[config.mk]
export PLATFORM = sky130hd
export DESIGN_NAME = fc_irq_arbiter
export DESIGN_NICKNAME = d
export VERILOG_FILES = /design/src/rtl/fc_irq_arbiter.sv
export SDC_FILE = /design/constraint.sdc
export NUM_CORES = 1
export LEC_CHECK = 0
export BUFFER_PORTS_ARGS = -buffer_cell sky130_fd_sc_hd__buf_2
export CAP_MARGIN = 20
export CORE_MARGIN = 2
export CORE_UTILIZATION = 24
export DETAILED_ROUTE_END_ITERATION = 12
export GPL_TIMING_DRIVEN = 0
export PLACE_DENSITY = 0.47
export SYNTH_ARGS = -nofsm -noshare
export SYNTH_HDL_FRONTEND = slang
export SYNTH_SLANG_ARGS = --single-unit
[constraint.sdc]
create_clock -name clk_i -period 5.4 [get_ports clk_i]
set_clock_uncertainty 0.15 [all_clocks]
set_input_delay 1.35 -clock clk_i [delete_from_list [all_inputs] [get_ports clk_i]]
set_output_delay 1.35 -clock clk_i [all_outputs]
set_load 0.02 [all_outputs]
[src/rtl/fc_irq_arbiter.sv]
// fc_irq_arbiter
//
// Interrupt arbiter between peripheral event lines and the core interrupt
// port. Edge- or level-triggered requests are captured in a pending
// register. One eligible request (pending and unmasked) is selected, either
// by fixed priority (lowest index wins) or by round-robin. It is then shown
// to the core in two forms at once: an ID request/acknowledge handshake and
// an equivalent one-hot vector.
//
// Ports:
//   clk_i              clock
//   rst_ni             asynchronous active-low reset
//   irq_lines_i        event lines, synchronous to clk_i
//   irq_mask_i         1 = line takes part in arbitration
//   sw_set_i           software set of pending bits (single-cycle pulses)
//   core_irq_req_o     interrupt request to the core
//   core_irq_id_o      ID of the presented request (0 while request is low)
//   core_irq_x_o       one-hot form of the presented request
//   core_irq_ack_i     core acknowledge pulse
//   core_irq_ack_id_i  ID being acknowledged
//   pending_o          pending register
//   spurious_ack_o     pulse, one cycle after an acknowledge that was invalid
module fc_irq_arbiter #(
    parameter int               N_IRQ     = 32,
    parameter int               ID_WIDTH  = (N_IRQ > 1) ? $clog2(N_IRQ) : 1,
    parameter logic [N_IRQ-1:0] EDGE_MASK = {N_IRQ{1'b1}},
    parameter bit               RR_ARB    = 1'b0
) (
    input  logic                clk_i,
    input  logic                rst_ni,
    input  logic [N_IRQ-1:0]    irq_lines_i,
    input  logic [N_IRQ-1:0]    irq_mask_i,
    input  logic [N_IRQ-1:0]    sw_set_i,
    output logic                core_irq_req_o,
    output logic [ID_WIDTH-1:0] core_irq_id_o,
    output logic [N_IRQ-1:0]    core_irq_x_o,
    input  logic                core_irq_ack_i,
    input  logic [ID_WIDTH-1:0] core_irq_ack_id_i,
    output logic [N_IRQ-1:0]    pending_o,
    output logic                spurious_ack_o
);

    typedef enum logic [1:0] {
        IDLE = 2'd0,
        REQ  = 2'd1,
        GAP  = 2'd2
    } state_t;

    state_t              state_q, state_d;
    logic [N_IRQ-1:0]    prev_q;
    logic [N_IRQ-1:0]    pending_q;
    logic [ID_WIDTH-1:0] id_q, id_d;
    logic [ID_WIDTH-1:0] ptr_q, ptr_d;
    logic                spur_q;

    logic [N_IRQ-1:0]    set_vec;
    logic [N_IRQ-1:0]    clr_vec;
    logic [N_IRQ-1:0]    elig;
    logic [N_IRQ-1:0]    id_onehot;
    logic [ID_WIDTH-1:0] fp_id;
    logic [ID_WIDTH-1:0] rr_id;
    logic [ID_WIDTH-1:0] sel_id;
    logic                ack_in_range;
    logic                valid_ack;
    logic                cur_elig;
    int                  rr_best;
    int                  rr_dist;

    // Edge lines fire when they go from low to high; level lines fire while
    // they are high. Software sets are merged in unconditionally.
    always_comb begin
        set_vec = sw_set_i
                | (EDGE_MASK & irq_lines_i & ~prev_q)
                | (~EDGE_MASK & irq_lines_i);
    end

    assign elig = pending_q & irq_mask_i;

    // One-hot decode of the held ID. It is used to clear the pending bit, to
    // check whether the held ID is still eligible, and for the line-vector output.
    always_comb begin
        id_onehot = '0;
        for (int i = 0; i < N_IRQ; i++) begin
            id_onehot[i] = (int'(id_q) == i);
        end
    end

    assign cur_elig = |(elig & id_onehot);

    assign ack_in_range = (int'(core_irq_ack_id_i) < N_IRQ);
    assign valid_ack    = core_irq_ack_i && (state_q == REQ) &&
                          (core_irq_ack_id_i == id_q) && ack_in_range;

    assign clr_vec = valid_ack ? id_onehot : '0;

    // Fixed priority: scanning downward leaves the lowest set index.
    always_comb begin
        fp_id = '0;
        for (int i = N_IRQ - 1; i >= 0; i--) begin
            if (elig[i]) begin
                fp_id = ID_WIDTH'(i);
            end
        end
    end

    // Round-robin: the winner is the eligible line whose upward distance from
    // ptr_q, modulo N_IRQ, is smallest.
    always_comb begin
        rr_id   = '0;
        rr_best = N_IRQ;
        rr_dist = 0;
        for (int i = 0; i < N_IRQ; i++) begin
            if (elig[i]) begin
                rr_dist = i - int'(ptr_q);
                if (rr_dist < 0) begin
                    rr_dist = rr_dist + N_IRQ;
                end
                if (rr_dist < rr_best) begin
                    rr_best = rr_dist;
                    rr_id   = ID_WIDTH'(i);
                end
            end
        end
    end

    assign sel_id = RR_ARB ? rr_id : fp_id;

    // Next-state logic. id_q is loaded only on entry to REQ, so the presented
    // ID stays stable even if a higher-priority line becomes eligible.
    always_comb begin
        state_d = state_q;
        id_d    = id_q;
        ptr_d   = ptr_q;
        case (state_q)
            IDLE: begin
                if (|elig) begin
                    id_d    = sel_id;
                    state_d = REQ;
                end
            end
            REQ: begin
                // An acknowledge wins over a withdrawal in the same cycle.
                if (valid_ack) begin
                    state_d = GAP;
                end else if (!cur_elig) begin
                    state_d = IDLE;
                end
            end
            GAP: begin
                if (|elig) begin
                    id_d    = sel_id;
                    state_d = REQ;
                end else begin
                    state_d = IDLE;
                end
            end
            default: begin
                state_d = IDLE;
            end
        endcase

        if (valid_ack) begin
            if (int'(id_q) == N_IRQ - 1) begin
                ptr_d = '0;
            end else begin
                ptr_d = ID_WIDTH'(int'(id_q) + 1);
            end
        end
    end

    always_ff @(posedge clk_i or negedge rst_ni) begin
        if (!rst_ni) begin
            state_q   <= IDLE;
            prev_q    <= '0;
            pending_q <= '0;
            id_q      <= '0;
            ptr_q     <= '0;
            spur_q    <= 1'b0;
        end else begin
            state_q   <= state_d;
            prev_q    <= irq_lines_i;
            // Set wins over clear, so an event arriving with its own
            // acknowledge is not lost.
            pending_q <= (pending_q & ~clr_vec) | set_vec;
            id_q      <= id_d;
            ptr_q     <= ptr_d;
            spur_q    <= core_irq_ack_i && !valid_ack;
        end
    end

    assign core_irq_req_o = (state_q == REQ);
    assign core_irq_id_o  = core_irq_req_o ? id_q : '0;
    assign core_irq_x_o   = core_irq_req_o ? id_onehot : '0;
    assign pending_o      = pending_q;
    assign spurious_ack_o = spur_q;

endmodule
==> results of run 1 <==
-- worst max path at each step --
stage	cells past startpoint	slack, ns	endpoint
CTS	7	1.71	core_irq_x_o[10]
global placement	7	2.11	core_irq_x_o[10]
detailed placement	7	2.08	core_irq_x_o[10]
finish	7	1.77	core_irq_x_o[10]
floorplan	6	2.45	core_irq_x_o[10]
global route	5	1.59	core_irq_x_o[5]
-- final cells by class --
cell class / count / area share [%]
Antenna cell: 1 / 0.0488
Multi-Input combinational cell: 291 / 32.7
Sequential cell: 72 / 35.1
Tap cell: 188 / 4.59
Inverter: 36 / 2.64
Buffer: 17 / 1.73
Clock inverter: 3 / 0.830
Clock buffer: 11 / 4.93
Timing Repair Buffer: 175 / 17.4
-- power breakdown --
part	total (mW)	internal, mW	leakage (nW)	switching (mW)
sequential	0.592	0.573	0.754	0.0192
combinational	0.628	0.212	1.47	0.416
clock	0.599	0.377	0.143	0.222
total	1.82	1.16	2.36	0.657
-- worst register-to-register path: stages, from the launching register on --
cell,delay [ns]
dfrtp_1,0.37
buf_4,0.17
buf_2,0.20
nand4b_1,0.42
o22ai_1,0.12
nor2_1,0.14
o2111ai_1,0.13
nor4_1,0.61
o41ai_2,0.10
-- kinds of logic after synthesis --
logic type / share of synthesized area, %
buf+inv: 6.05
mux: 0.271
simple gates: 22.9
xor+xnor: 1.18
compound gates: 20.9
flops: 48.7
-- flip-flops by register name (all words and copies together), names as in the netlist --
name and flops:
spurious_ack_o 1, id_q 5, pending_o 32, state_q 2, prev_q 32
-- layout by cell type (no fill, tap or decap), types with 6 or more instances in the layout --
cell type	n
a221o_1	16
clkbuf_1	6
nand3_1	18
and2_1	7
buf_2	181
o21ai_1	11
a22oi_1	13
inv_1	36
dfrtp_1	72
clkbuf_16	9
nor2_1	44
nand2b_1	13
o21ai_0	9
nand2_1	62
a21oi_1	24
-- metrics by stage --
step	hold slack, ns	cells	area (µm²)
final	0.390	794	5130
after global routing	0.429	793	5120
after CTS	0.391	793	5120
after detailed placement	0.378	779	4830
after global placement	0.370	778	4810
after floorplan	0.359	416	3700
-- per-layer routing --
metal  global-route usage, %  vias up  routed length, µm
met2                    29.5      176               6850
met4                    6.21        2                311
li1                        -     1845                  -
met5                       0        -                  7
met1                    25.2     1863               6800
met3                    5.47       26               1210
==> flow_summary.ini, run 1 <==
[hold_path]
min_to = pending_o[5]
hp-class = flop to flop
hold_path.startpoint = pending_o[5]
hold_depth = 2

[critical_path]
critPathBufInv = 4
r2r_cells = 8
critPathRequiredTime_ns = 3.90
critical_path_class = flop to primary output
r2r_end = state_q[0]
cp-end-kind = primary output
worstPathArrival_ns = 2.13
critPathLaunchType = flop
rr_startpoint = id_q[3]
worstPathCellList = and2b_1, buf_4, nand2b_1, clkbuf_1, clkbuf_1, nor2_1, buf_2
cp_max_fo = 10
ff2ff_setup_slack_ns = 2.87
cp_slowest_cell = dfrtp_1
path_delay_family = buffers and inverters
cpPeakStageDelay_ns = 0.44
cp_common_cell = clkbuf_1
crit_start = state_q[0]

[floorplanning]
pin_count = 175
initial_utilization_pct = 24.4
core_um2 = 15100
rows = 45
die_h_um = 128
fp.dieArea_um2 = 16400
die_w_um = 128

[route]
wl_per_cell_um = 19.1
detail_route.iter0.violations = 289
vias_per_cell = 4.93
first_pass_iters = 5
postRouteAntennaNets = 0
drt-total-wl_um = 15200
vias = 3912
drc = 0

[run]
drv_cap = 0

[logic_synthesis]
synth_edf_count = 0
ys_seq_elements = 72
yosysMostFrequentCell = dfrtp_1
ys_seq_area_share_pct = 48.7
syn_avg_cell_area_um2 = 8.89
synth_area_leaders = dfrtp_1 (49%), nand2_1 (6.3%), nor2_1 (4.5%)
syn_nets = 520
ys.flop_type = dfrtp_1
yosysTopAreaCellShare_pct = 48.7
ys_types = 51
syn-cell-area_um2 = 3700
ys_top_cells_by_count = dfrtp_1 (72), nand2_1 (62), nor2_1 (44), inv_1 (36), a21oi_1 (24)
synth.yosys.warnings = 0
synth_area_leader_cell = dfrtp_1
async_flop_share_pct = 100
syn_inst = 416

[grt]
antenna_found_initial = 2
grt.overflow.total = 0
first_global_vias = 3984
grt_pass1_wl_um = 23000
grt_max_degree = 39
grt.total_usage_pct = 18.9

[final_layout]
area_delta_synth_final_pct = 38.6
multi_input_area_um2 = 1670
drive_above_1_share_pct = 34.0
fin_nets = 706
seq_area_um2 = 1800
post-route-util_pct = 33.8
fill_cells = 1649

[timing]
period_share_pct = 67.2
rsz0062_at_grt = false
worst_slew_margin_rel_pct = 56.2
max_freq_ghz = 0.276
worst_slack_ns = 1.77
worst_pin_slew_ns = 0.651
setup_viol = 0
period_needed_ns = 3.63
hold_viol = 0
finalMaxSlewViolations = 0
tns_ns = 0

[clock_tree]
cts_made_buffers = 9
insertion_delay_ns = 0.34
cts_tree = yes
postCtsSetupBuffers = 0
clock-sinks = 72
cts_root_buf = clkbuf_16
cts_buffer_depth = 2
path_clk_slew_ns = 0.06
cts_hold_buf = 0
h-tree-depth = 3
ctsResizeCount = 0

[power_and_ir_drop]
ir_drop_mv = 0.166
power.density_nw_per_um2 = 355
total_power_mw = 1.82
power_leakage_nw = 2.36

[place]
pre_cts_slack_ns = 2.08
port_buffers = 174
dpl.hpwl_um = 12300
gp_congestion = 0.886

[run_status]
status = finished clean
(Power assumes the default switching activity.)
==> run 2: changes to the inputs <==
--- a/config.mk
+++ b/config.mk
@@ -11,7 +11,7 @@
 export CORE_UTILIZATION = 24
 export DETAILED_ROUTE_END_ITERATION = 12
 export GPL_TIMING_DRIVEN = 0
-export PLACE_DENSITY = 0.47
+export PLACE_DENSITY = 0.49
 export SYNTH_ARGS = -nofsm -noshare
 export SYNTH_HDL_FRONTEND = slang
 export SYNTH_SLANG_ARGS = --single-unit
==> constraint.sdc (replaced) <==
create_clock -name clk_i -period 2.9 [get_ports clk_i]
set_clock_uncertainty 0.15 [all_clocks]
set_input_delay 0.725 -clock clk_i [delete_from_list [all_inputs] [get_ports clk_i]]
set_output_delay 0.725 -clock clk_i [all_outputs]
set_load 0.02 [all_outputs]
==> flow_summary.ini, run 2 (same netlist as run 1, synthesis figures left out) <==
[critical_path]
cpPeakStageDelay_ns = 0.36
cp_slowest_cell = dfrtp_1
worstPathCellList = buf_4, nand2b_1, or3_1, clkbuf_1, nor2_1, buf_2
worstPathArrival_ns = 1.93
critPathBufInv = 3
path_delay_family = simple AND/OR/NAND/NOR gates
critPathLaunchType = flop
critPathRequiredTime_ns = 2.03
critical_path_class = flop to primary output
cp_max_fo = 8
cp-end-kind = primary output

[clock_tree]
clock-sinks = 72
cts_tree = yes
h-tree-depth = 3
insertion_delay_ns = 0.34
cts_root_buf = clkbuf_16
cts_made_buffers = 9
cts_buffer_depth = 2
path_clk_slew_ns = 0.06
cts_hold_buf = 0

[grt]
first_global_vias = 3941
antenna_found_initial = 0
grt_max_degree = 40
grt.total_usage_pct = 18.4
grt.overflow.total = 0
grt_pass1_wl_um = 22600

[place]
dpl.cell_count = 779
gp_congestion = 0.935
pre_cts_slack_ns = 0.248
dpl.hpwl_um = 11900
port_buffers = 174

[floorplanning]
fp.dieArea_um2 = 16400
rows = 45
core_um2 = 15100
initial_utilization_pct = 24.4
die_h_um = 128
die_w_um = 128
pin_count = 175

[route]
drt-total-wl_um = 14800
vias = 3910
drc = 0
postRouteAntennaNets = 0
detail_route.iter0.violations = 240
wl_per_cell_um = 18.6
first_pass_iters = 7
vias_per_cell = 4.91

[timing]
finalMaxSlewViolations = 0
period_needed_ns = 2.80
worst_slack_ns = 0.0954
setup_viol = 0
worst_slew_margin_rel_pct = 62.3
period_share_pct = 96.7
hold_viol = 0
max_freq_ghz = 0.357
rsz0062_at_grt = true
worst_pin_slew_ns = 0.561
fin_hold_ws_ns = 0.188

[final_layout]
area_delta_synth_final_pct = 39.2
final_cell_mix = buf_2 (179), dfrtp_1 (72), nand2_1 (60)
insertedDiodeCount = 0
instances_no_fill = 796
fin_nets = 708
final_common_cell = buf_2
drive_above_1_share_pct = 35.9
post-route-util_pct = 34.0

[run]
drv_cap = 0

[power_and_ir_drop]
power.density_nw_per_um2 = 647
power_leakage_nw = 2.38
ir_drop_mv = 0.336

[run_status]
status = finished clean

[hold_path]
hp-class = input pin to async pin
## run 2: layout make-up
type	count	area [µm²]
Inverter	36	135
Tap cell	188	235
Clock inverter	3	17.5
Buffer	15	88.8
Fill cell	1620	10000
Multi-Input combinational cell	291	1690
Clock buffer	12	256
Timing Repair Buffer	179	923
Sequential cell	72	1800
## run 2: what timing repair did
item / in CTS / in global routing
setup buffers: 1 / 3
setup endpoints to repair: 22 / 19
gates resized for setup: 4 / 6
pin swaps: 1 / 1
## run 2: layer usage
metal,up-vias,wire length [µm],GRT usage (%)
met5,-,0,0
met2,170,6660,28.7
met4,0,209,6.53
met3,17,1060,4.55
li1,1852,-,-
met1,1871,6840,24.8
## run 2: per-stage QoR
step,total power [mW],cell area (µm²),setup TNS [ns]
final,3.33,5150,0
after CTS,3.35,5110,0
after global routing,3.51,5150,-0.0360
after detailed placement,2.28,4830,0
after floorplan,1.83,3700,0
after global placement,2.28,4810,0
## run 2: path summary, 6_finish.rpt
kind | from | endpoint | slack [ns] | cells after the start
max | id_q[3] | core_irq_x_o[4] | 0.1 | 6
min | rst_ni | pending_o[29] | 0.19 | 1
max in group asynchronous | rst_ni | pending_o[2] | 1.84 | 2
max reg2reg | id_q[1] | state_q[0] | 0.41 | 9
min reg2reg | prev_q[6] | pending_o[6] | 0.38 | 3
min in group clk_i | irq_lines_i[5] | prev_q[5] | 0.35 | 1
## run 2: power breakdown
part	switching [mW]	internal, mW
combinational	0.789	0.409
sequential	0.0315	1.07
clock	0.420	0.618
